## config.mk

```make
export PLATFORM = sky130hd
export DESIGN_NAME = input_debouncer_flat
export DESIGN_NICKNAME = d
export VERILOG_FILES = /design/src/rtl/input_debouncer_if.sv /design/src/rtl/input_debouncer.sv /design/src/flat_wrapper.sv
export SDC_FILE = /design/constraint.sdc
export NUM_CORES = 1
export LEC_CHECK = 0
export BUFFER_PORTS_ARGS = -buffer_cell sky130_fd_sc_hd__clkbuf_2
export CAP_MARGIN = 20
export CORE_AREA = 5 5 42 44
export DETAILED_ROUTE_END_ITERATION = 7
export DIE_AREA = 0 0 47 49
export HOLD_SLACK_MARGIN = 0.05
export PLACE_DENSITY = 0.45
export SETUP_SLACK_MARGIN = 0.2
export SLEW_MARGIN = 20
export SYNTH_ARGS = -nofsm -noshare
export SYNTH_HDL_FRONTEND = slang
export SYNTH_SLANG_ARGS = --single-unit
```

## constraint.sdc

```tcl
create_clock -name clk -period 1.6 [get_ports clk]
set_input_delay 0 -clock clk [delete_from_list [all_inputs] [get_ports clk]]
set_output_delay 0 -clock clk [all_outputs]
set_load 0.01 [all_outputs]
```

## src/rtl/input_debouncer_if.sv

```systemverilog
// Signal bundle between a raw pin source and the input debouncer.
// The glitch_cnt_o signal exists only when INPUT_DEBOUNCER_GLITCH_CNT_EN is defined.
interface input_debouncer_if #(
  parameter int GLITCH_W = 8
);

  logic raw_i;
  logic debounced_o;
  logic busy_o;

`ifdef INPUT_DEBOUNCER_GLITCH_CNT_EN
  logic [GLITCH_W-1:0] glitch_cnt_o;

  modport master (
    output raw_i,
    input  debounced_o,
    input  busy_o,
    input  glitch_cnt_o
  );

  modport slave (
    input  raw_i,
    output debounced_o,
    output busy_o,
    output glitch_cnt_o
  );
`else
  // GLITCH_W only sizes the optional counter; keep it referenced in this build.
  logic unused_glitch_w;
  assign unused_glitch_w = ^GLITCH_W;

  modport master (
    output raw_i,
    input  debounced_o,
    input  busy_o
  );

  modport slave (
    input  raw_i,
    output debounced_o,
    output busy_o
  );
`endif

endinterface

```

## src/rtl/input_debouncer.sv

```systemverilog
// Two-flop synchronizer followed by a stability-counting FSM that commits a new level
// only after DEBOUNCE_CYCLES agreeing samples. Optional glitch counter: INPUT_DEBOUNCER_GLITCH_CNT_EN.
module input_debouncer #(
  parameter int   DEBOUNCE_CYCLES = 4,
  parameter logic RESET_LEVEL     = 1'b0,
  parameter int   GLITCH_W        = 8
) (
  input logic             clk,
  input logic             reset,
  input_debouncer_if.slave bus
);

  localparam int CNT_W = $clog2(DEBOUNCE_CYCLES + 1);

  typedef enum logic {
    STABLE  = 1'b0,
    PENDING = 1'b1
  } state_e;

  state_e             state_q, state_d;
  logic [CNT_W-1:0]   cnt_q, cnt_d;
  logic               sync1_q, sync1_d;
  logic               sync2_q, sync2_d;
  logic               deb_q, deb_d;
  logic               abort;

  always_comb begin
    sync1_d = bus.raw_i;
    sync2_d = sync1_q;
  end

  // Only the synchronized sample sync2_q is compared against the committed level.
  always_comb begin
    state_d = state_q;
    cnt_d   = cnt_q;
    deb_d   = deb_q;
    abort   = 1'b0;
    case (state_q)
      STABLE: begin
        cnt_d = '0;
        if (sync2_q != deb_q) begin
          if (DEBOUNCE_CYCLES == 1) begin
            deb_d = ~deb_q;
          end else begin
            state_d = PENDING;
            cnt_d   = CNT_W'(1);
          end
        end
      end
      PENDING: begin
        if (sync2_q == deb_q) begin
          state_d = STABLE;
          cnt_d   = '0;
          abort   = 1'b1;
        end else if (cnt_q == CNT_W'(DEBOUNCE_CYCLES - 1)) begin
          deb_d   = ~deb_q;
          state_d = STABLE;
          cnt_d   = '0;
        end else begin
          cnt_d = cnt_q + CNT_W'(1);
        end
      end
      default: begin
        state_d = STABLE;
        cnt_d   = '0;
      end
    endcase
  end

  always_ff @(posedge clk) begin
    if (!reset) begin
      sync1_q <= RESET_LEVEL;
      sync2_q <= RESET_LEVEL;
      deb_q   <= RESET_LEVEL;
      state_q <= STABLE;
      cnt_q   <= '0;
    end else begin
      sync1_q <= sync1_d;
      sync2_q <= sync2_d;
      deb_q   <= deb_d;
      state_q <= state_d;
      cnt_q   <= cnt_d;
    end
  end

  assign bus.debounced_o = deb_q;
  assign bus.busy_o      = (state_q == PENDING);

`ifdef INPUT_DEBOUNCER_GLITCH_CNT_EN
  logic [GLITCH_W-1:0] glitch_q, glitch_d;

  // Saturating count of aborted qualifications; only reset clears it.
  always_comb begin
    glitch_d = glitch_q;
    if (abort && (glitch_q != {GLITCH_W{1'b1}})) begin
      glitch_d = glitch_q + GLITCH_W'(1);
    end
  end

  always_ff @(posedge clk) begin
    if (!reset) begin
      glitch_q <= '0;
    end else begin
      glitch_q <= glitch_d;
    end
  end

  assign bus.glitch_cnt_o = glitch_q;
`else
  logic unused_glitch;
  assign unused_glitch = ^{abort, GLITCH_W};
`endif

endmodule

```

## src/flat_wrapper.sv

```systemverilog
// flat-port wrapper written by rule: the top's interface ports become plain ports
module input_debouncer_flat 
#(
  parameter int   DEBOUNCE_CYCLES = 4,
  parameter logic RESET_LEVEL     = 1'b0,
  parameter int   GLITCH_W        = 8
)
  (clk, reset, bus_raw_i, bus_debounced_o, bus_busy_o);
  input_debouncer_if #(.GLITCH_W(GLITCH_W)) bus_i ();
  input logic clk;
  input logic reset;
  input wire logic [$bits(bus_i.raw_i)-1:0] bus_raw_i;
  output wire logic [$bits(bus_i.debounced_o)-1:0] bus_debounced_o;
  output wire logic [$bits(bus_i.busy_o)-1:0] bus_busy_o;
  assign bus_i.raw_i = bus_raw_i;
  assign bus_debounced_o = bus_i.debounced_o;
  assign bus_busy_o = bus_i.busy_o;
  input_debouncer #(.DEBOUNCE_CYCLES(DEBOUNCE_CYCLES), .RESET_LEVEL(RESET_LEVEL), .GLITCH_W(GLITCH_W)) u_core (.clk(clk), .reset(reset), .bus(bus_i));
endmodule
```

**After elaboration in Yosys (flattened, before gate mapping)**

Index checks and enable logic that the tools add are counted.

- Add/sub/neg operators: 1
- $mul: 0
- Div/mod/pow operators: 0
- Order comparisons: 0
- Equal/unequal tests: 3
- Shift-type cells: 0
- Mux-type cells: 8
- Bitwise gates (word level): 3
- Reduce and logical (&&, ||, !) cells: 1

Operators by type and width:

| kind | number |
|---|---|
| 3-bit 2-to-1 mux | 2 |
| 3-bit case mux with 2 select lines | 1 |
| 1-bit 2-to-1 mux | 4 |
| 3-bit by 1-bit adder with 3-bit output, second input constant | 1 |
| 3-bit by 2-bit equality test with 1-bit output, second input constant | 1 |
| 1-bit NOT | 3 |
| 3-bit AND reduction | 1 |
| 1-bit case mux with 2 select lines | 1 |
| 1-bit equality test | 1 |
| 1-bit != test | 1 |

- Bits in registers: 7
- Bits in latches: 0
- Memory bits (writable): 0
- Bits in read-only memories: 0
- Input bits: 3
- Output and inout bits: 2
- Word-level logic and storage cells: 21
- Memories kept: 0

**Logic depth before layout (Yosys ltp)**

- Word-level depth: 4
- Gate-level depth with buffers: 4
- Mapped depth without buffers: 4

**Least setup slack after synthesis**

No wires, ideal clock.

- Kind: register to register
- From: reg u_core.cnt_q[0]
- To: reg u_core.cnt_q[1]
- Library setup time: 87 ps
- Data arrival time: 1043 ps
- Data required time: 1513 ps
- Setup slack: 469 ps
- Stages on the path, launching flop included: 5
- Buffers on the path: 0
- Clock period less this slack: 1131 ps
- Cells stage by stage: dfxtp_1 -> ha_1 -> ha_1 -> nand2b_1 -> nor4b_2

- Longest elaborated chain between the ends: 4
- Elaborated cells on any way between the ends: 5
- Classes of those cells: add/sub: 1; eq/ne: 1; mux: 3

RTL lines:

| what | RTL line | source |
|---|---|---|
| start: declaration | input_debouncer.sv:21 | `logic [CNT_W-1:0] cnt_q, cnt_d;` |
| start signal: assignment | input_debouncer.sv:82 | `cnt_q <= cnt_d;` |
| 3-bit by 1-bit adder with 3-bit output / 3-bit by 2-bit equality test with 1-bit output (equally long branches) | input_debouncer.sv:60, input_debouncer.sv:55 |  |
| 3-bit 2-to-1 mux * | input_debouncer.sv:55 | `end else if (cnt_q == CNT_W'(DEBOUNCE_CYCLES - 1)) begin` |
| 3-bit 2-to-1 mux * | input_debouncer.sv:51 | `if (sync2_q == deb_q) begin` |
| 3-bit case mux with 2 select lines * | input_debouncer.sv:38 | `case (state_q)` |

Mark *: on every way between the ends. The rest lies on a longest branch, timed or not.
A chain may end at the register's enable or synchronous reset.

**Final worst setup path**

Same ends and word-level chain as after synthesis.

==> flow_metrics.py <==
metrics = {
    "outcome": {
        "status": "finished clean",
    },
    "synthesis": {
        "synth_edf_count": 0,
        "seq_area_frac_synth": 0.536,
        "synth.distinct_cells": 14,
        "synthTopCellsByArea": "dfxtp_1 54%, ha_1 9.6%, nor4b_2 5.7%",
        "synth.cell_area_um2": 262,
        "synth_common_cells": "7 x dfxtp_1, 2 x and2_1, 2 x ha_1, 2 x inv_1",
        "synth_xor_xnor_area_share": 0.0335,
        "asyncSetResetFlopFracSynth": 0,
        "synth-simple-area-share": 0.191,
        "synth.top_cell.area_share": 0.536,
        "synth_nets": 28,
        "synth_most_common_cell": "dfxtp_1",
        "synth_top_family_by_area": "simple AND/OR/NAND/NOR gates",
        "muxShareOfSynthArea": 0,
        "yosys.area_share.adder": 0.0957,
        "ys.flop_type": "dfxtp_1",
        "syn_area_per_cell_um2": 11.4,
        "synth-compound-area-share": 0.115,
        "yosys.area.top_type": "dfxtp_1",
        "synthCells": 23,
        "ys_warn_count": 0,
        "synth_seq_cells": 7,
    },
    "hold_path": {
        "hold_end": "u_core.sync2_q",
        "hold_depth": 1,
        "hold_start": "u_core.sync1_q",
        "hp-class": "flop to flop",
    },
    "placement": {
        "placed_cell_area_um2": 302,
        "numPortBuffers": 4,
        "dp_hpwl_um": 343,
        "gp_congestion": 0.715,
    },
    "critical_path": {
        "reg2reg_slack_ns": 0.36,
        "crit_top_cell": "ha_1",
        "path_max_fanout": 5,
        "r2r_end": "u_core.cnt_q[1]",
        "crit_required_ns": 1.76,
        "crit_type": "flop to flop",
        "cp.arrival_ns": 1.41,
        "cpPeakStageDelay_ns": 0.31,
        "reg2reg_depth": 4,
        "r2r_start": "u_core.cnt_q[0]",
        "path_cells": "ha_1 -> ha_1 -> nand2b_1 -> nor4b_2",
        "worst_path_max_delay_cell": "dfxtp_1",
        "start_kind": "flop",
        "startpoint": "u_core.cnt_q[0]",
        "worstSetupEndpointType": "flop",
    },
    "drt": {
        "wire_per_inst_um": 9.14,
        "drt_iter0_drc": 1,
        "vias": 207,
        "drt-total-wl_um": 457,
        "drc": 0,
        "first_pass_iters": 2,
        "via_per_inst": 4.14,
        "ant_nets": 0,
    },
    "floorplan": {
        "pin_count": 5,
        "die_height_um": 49,
        "core_region_area_um2": 1400,
        "std_cell_rows": 14,
        "dieArea_um2": 2300,
        "die_w_um": 47,
        "initial_core_util": 0.187,
    },
    "cells_and_area": {
        "final_nets": 40,
        "stdcell_area_um2": 358,
        "synthToLayoutAreaGrowth_pct": 36.8,
        "drive_gt1_frac": 0.265,
        "antenna_cells": 0,
    },
    "grt": {
        "grt_pass1_vias": 194,
        "gr-total-overflow": 0,
        "track_usage": 0.0529,
        "grt_pass1_wl_um": 738,
        "antenna_found_initial": 0,
        "grt_max_degree": 7,
    },
    "power": {
        "leakage_nw": 0.144,
        "pwr-share-clk": 0.452,
        "seq_power_share": 0.501,
        "vdd_drop_max_uv": 391,
        "power.density_nw_per_um2": 1010,
        "p_sw_uw": 76.9,
        "p_int_uw": 284,
        "power_switching_share": 0.213,
        "pwr-share-comb": 0.046,
    },
    "timing": {
        "period_share": 0.778,
        "final_max_slew_viol_count": 0,
        "slew-limit-headroom": 0.754,
        "fmax_ghz": 0.803,
        "worstMarginPinSlew_ns": 0.366,
        "setup_violations": 0,
        "hold_viol": 0,
        "fin_skew_ns": 0.00326,
        "tns_ns": 0,
        "finalCriticalPeriod_ns": 1.24,
        "hold_slack_ns": 0.438,
        "grt_setup_unrepaired": "no",
    },
    "clocking": {
        "cts_tree": "built",
        "cts-root-buf": "clkbuf_4",
        "cts.sink_count": 7,
        "clkLatencyLatePin_ns": 0.25,
        "cts_max_level": 1,
        "cts_inserted_buffers": 3,
        "path_clk_slew_ns": 0.05,
        "cts_buffer_depth": 2,
    },
    "flow_run": {
        "maxCapViolations": 0,
    },
}
## through the flow
| stage | std cells | utilization | setup WS, ns | power [mW] |
|---|---|---|---|---|
| after detailed placement | 43 | 0.215 | 0.358 | 0.196 |
| after global placement | 43 | 0.215 | 0.436 | 0.195 |
| final | 50 | 0.255 | 0.355 | 0.360 |
| after global routing | 50 | 0.255 | 0.282 | 0.379 |
| after CTS | 50 | 0.255 | 0.345 | 0.370 |
| after floorplan | 23 | - | 0.469 | 0.191 |
## cell usage in the layout, fill, tap and decap left out
cell	n
dfxtp_1	7
clkbuf_2	4
clkbuf_4	3
dlygate4sd3_1	3
inv_1	2
and2_1	2
ha_1	2
nand3_1	1
a21bo_2	1
a21oi_1	1
xnor2_1	1
nand2b_1	1
nor4_1	1
o21a_1	1
nor3_1	1
a211oi_1	1
nor4b_2	1
clkbuf_1	1
## how the worst max path moves through the flow
stage	endpoint	depth (start not counted)	slack (ns)
final	u_core.cnt_q[1]	4	0.36
after detailed placement	u_core.cnt_q[1]	4	0.36
after global routing	u_core.cnt_q[2]	4	0.28
after floorplan	u_core.cnt_q[1]	4	0.47
after CTS	u_core.cnt_q[1]	4	0.35
after global placement	u_core.cnt_q[1]	4	0.44
## sequential cells by signal, summed over array words and instances (netlist names)
| register | cells |
|---|---|
| u_core.bus.debounced_o | 1 |
| u_core.sync2_q | 1 |
| u_core.cnt_q | 3 |
| u_core.bus.busy_o | 1 |
| u_core.sync1_q | 1 |
## cell type report
| class | instances | area [µm²] |
|---|---|---|
| clock buffer | 4 | 26.3 |
| timing repair buffer | 7 | 50.0 |
| multi-input combinational | 14 | 114 |
| fill | 163 | 1040 |
| sequential | 7 | 140 |
| inverter | 2 | 7.51 |
| tap | 16 | 20.0 |
## per-layer routing
layer  vias up  global-route usage  part of all wire
li1        103                   -                 -
met1        96              0.0353              0.35
met2         6              0.0724              0.55
met3         2              0.0332             0.057
met4         0              0.0829             0.042
met5         -                   0                 0
## kinds of logic after synthesis
family | count (synthesis)
AO/OA/AOI/OAI | 4
buffers and inverters | 2
adder cells (fa/ha/maj) | 2
XOR/XNOR | 1
flip-flops | 7
AND/OR/NAND/NOR | 7
## power groups by stage
stage | sequential, mW | combinational (mW) | clock (mW)
after detailed placement | 0.184 | 0.0115 | 0
after global routing | 0.181 | 0.0181 | 0.179
after CTS | 0.181 | 0.0169 | 0.172
after floorplan | 0.184 | 0.00647 | 0
after global placement | 0.184 | 0.0107 | 0
final | 0.181 | 0.0167 | 0.163
## repair_timing
item | 4_1_cts | 5_1_grt
buffers inserted | 0 | 0
hold endpoints to repair | 2 | 0
gates resized for setup | 0 | 0
hold buffers | 3 | 0
## critical path: cells and delay by family (launching register included)
family | cells | cell delay (ns)
adders and majority gates | 2 | 0.42
DFF | 1 | 0.31
and+or+nand+nor | 2 | 0.42
(Power assumes the default switching activity.)
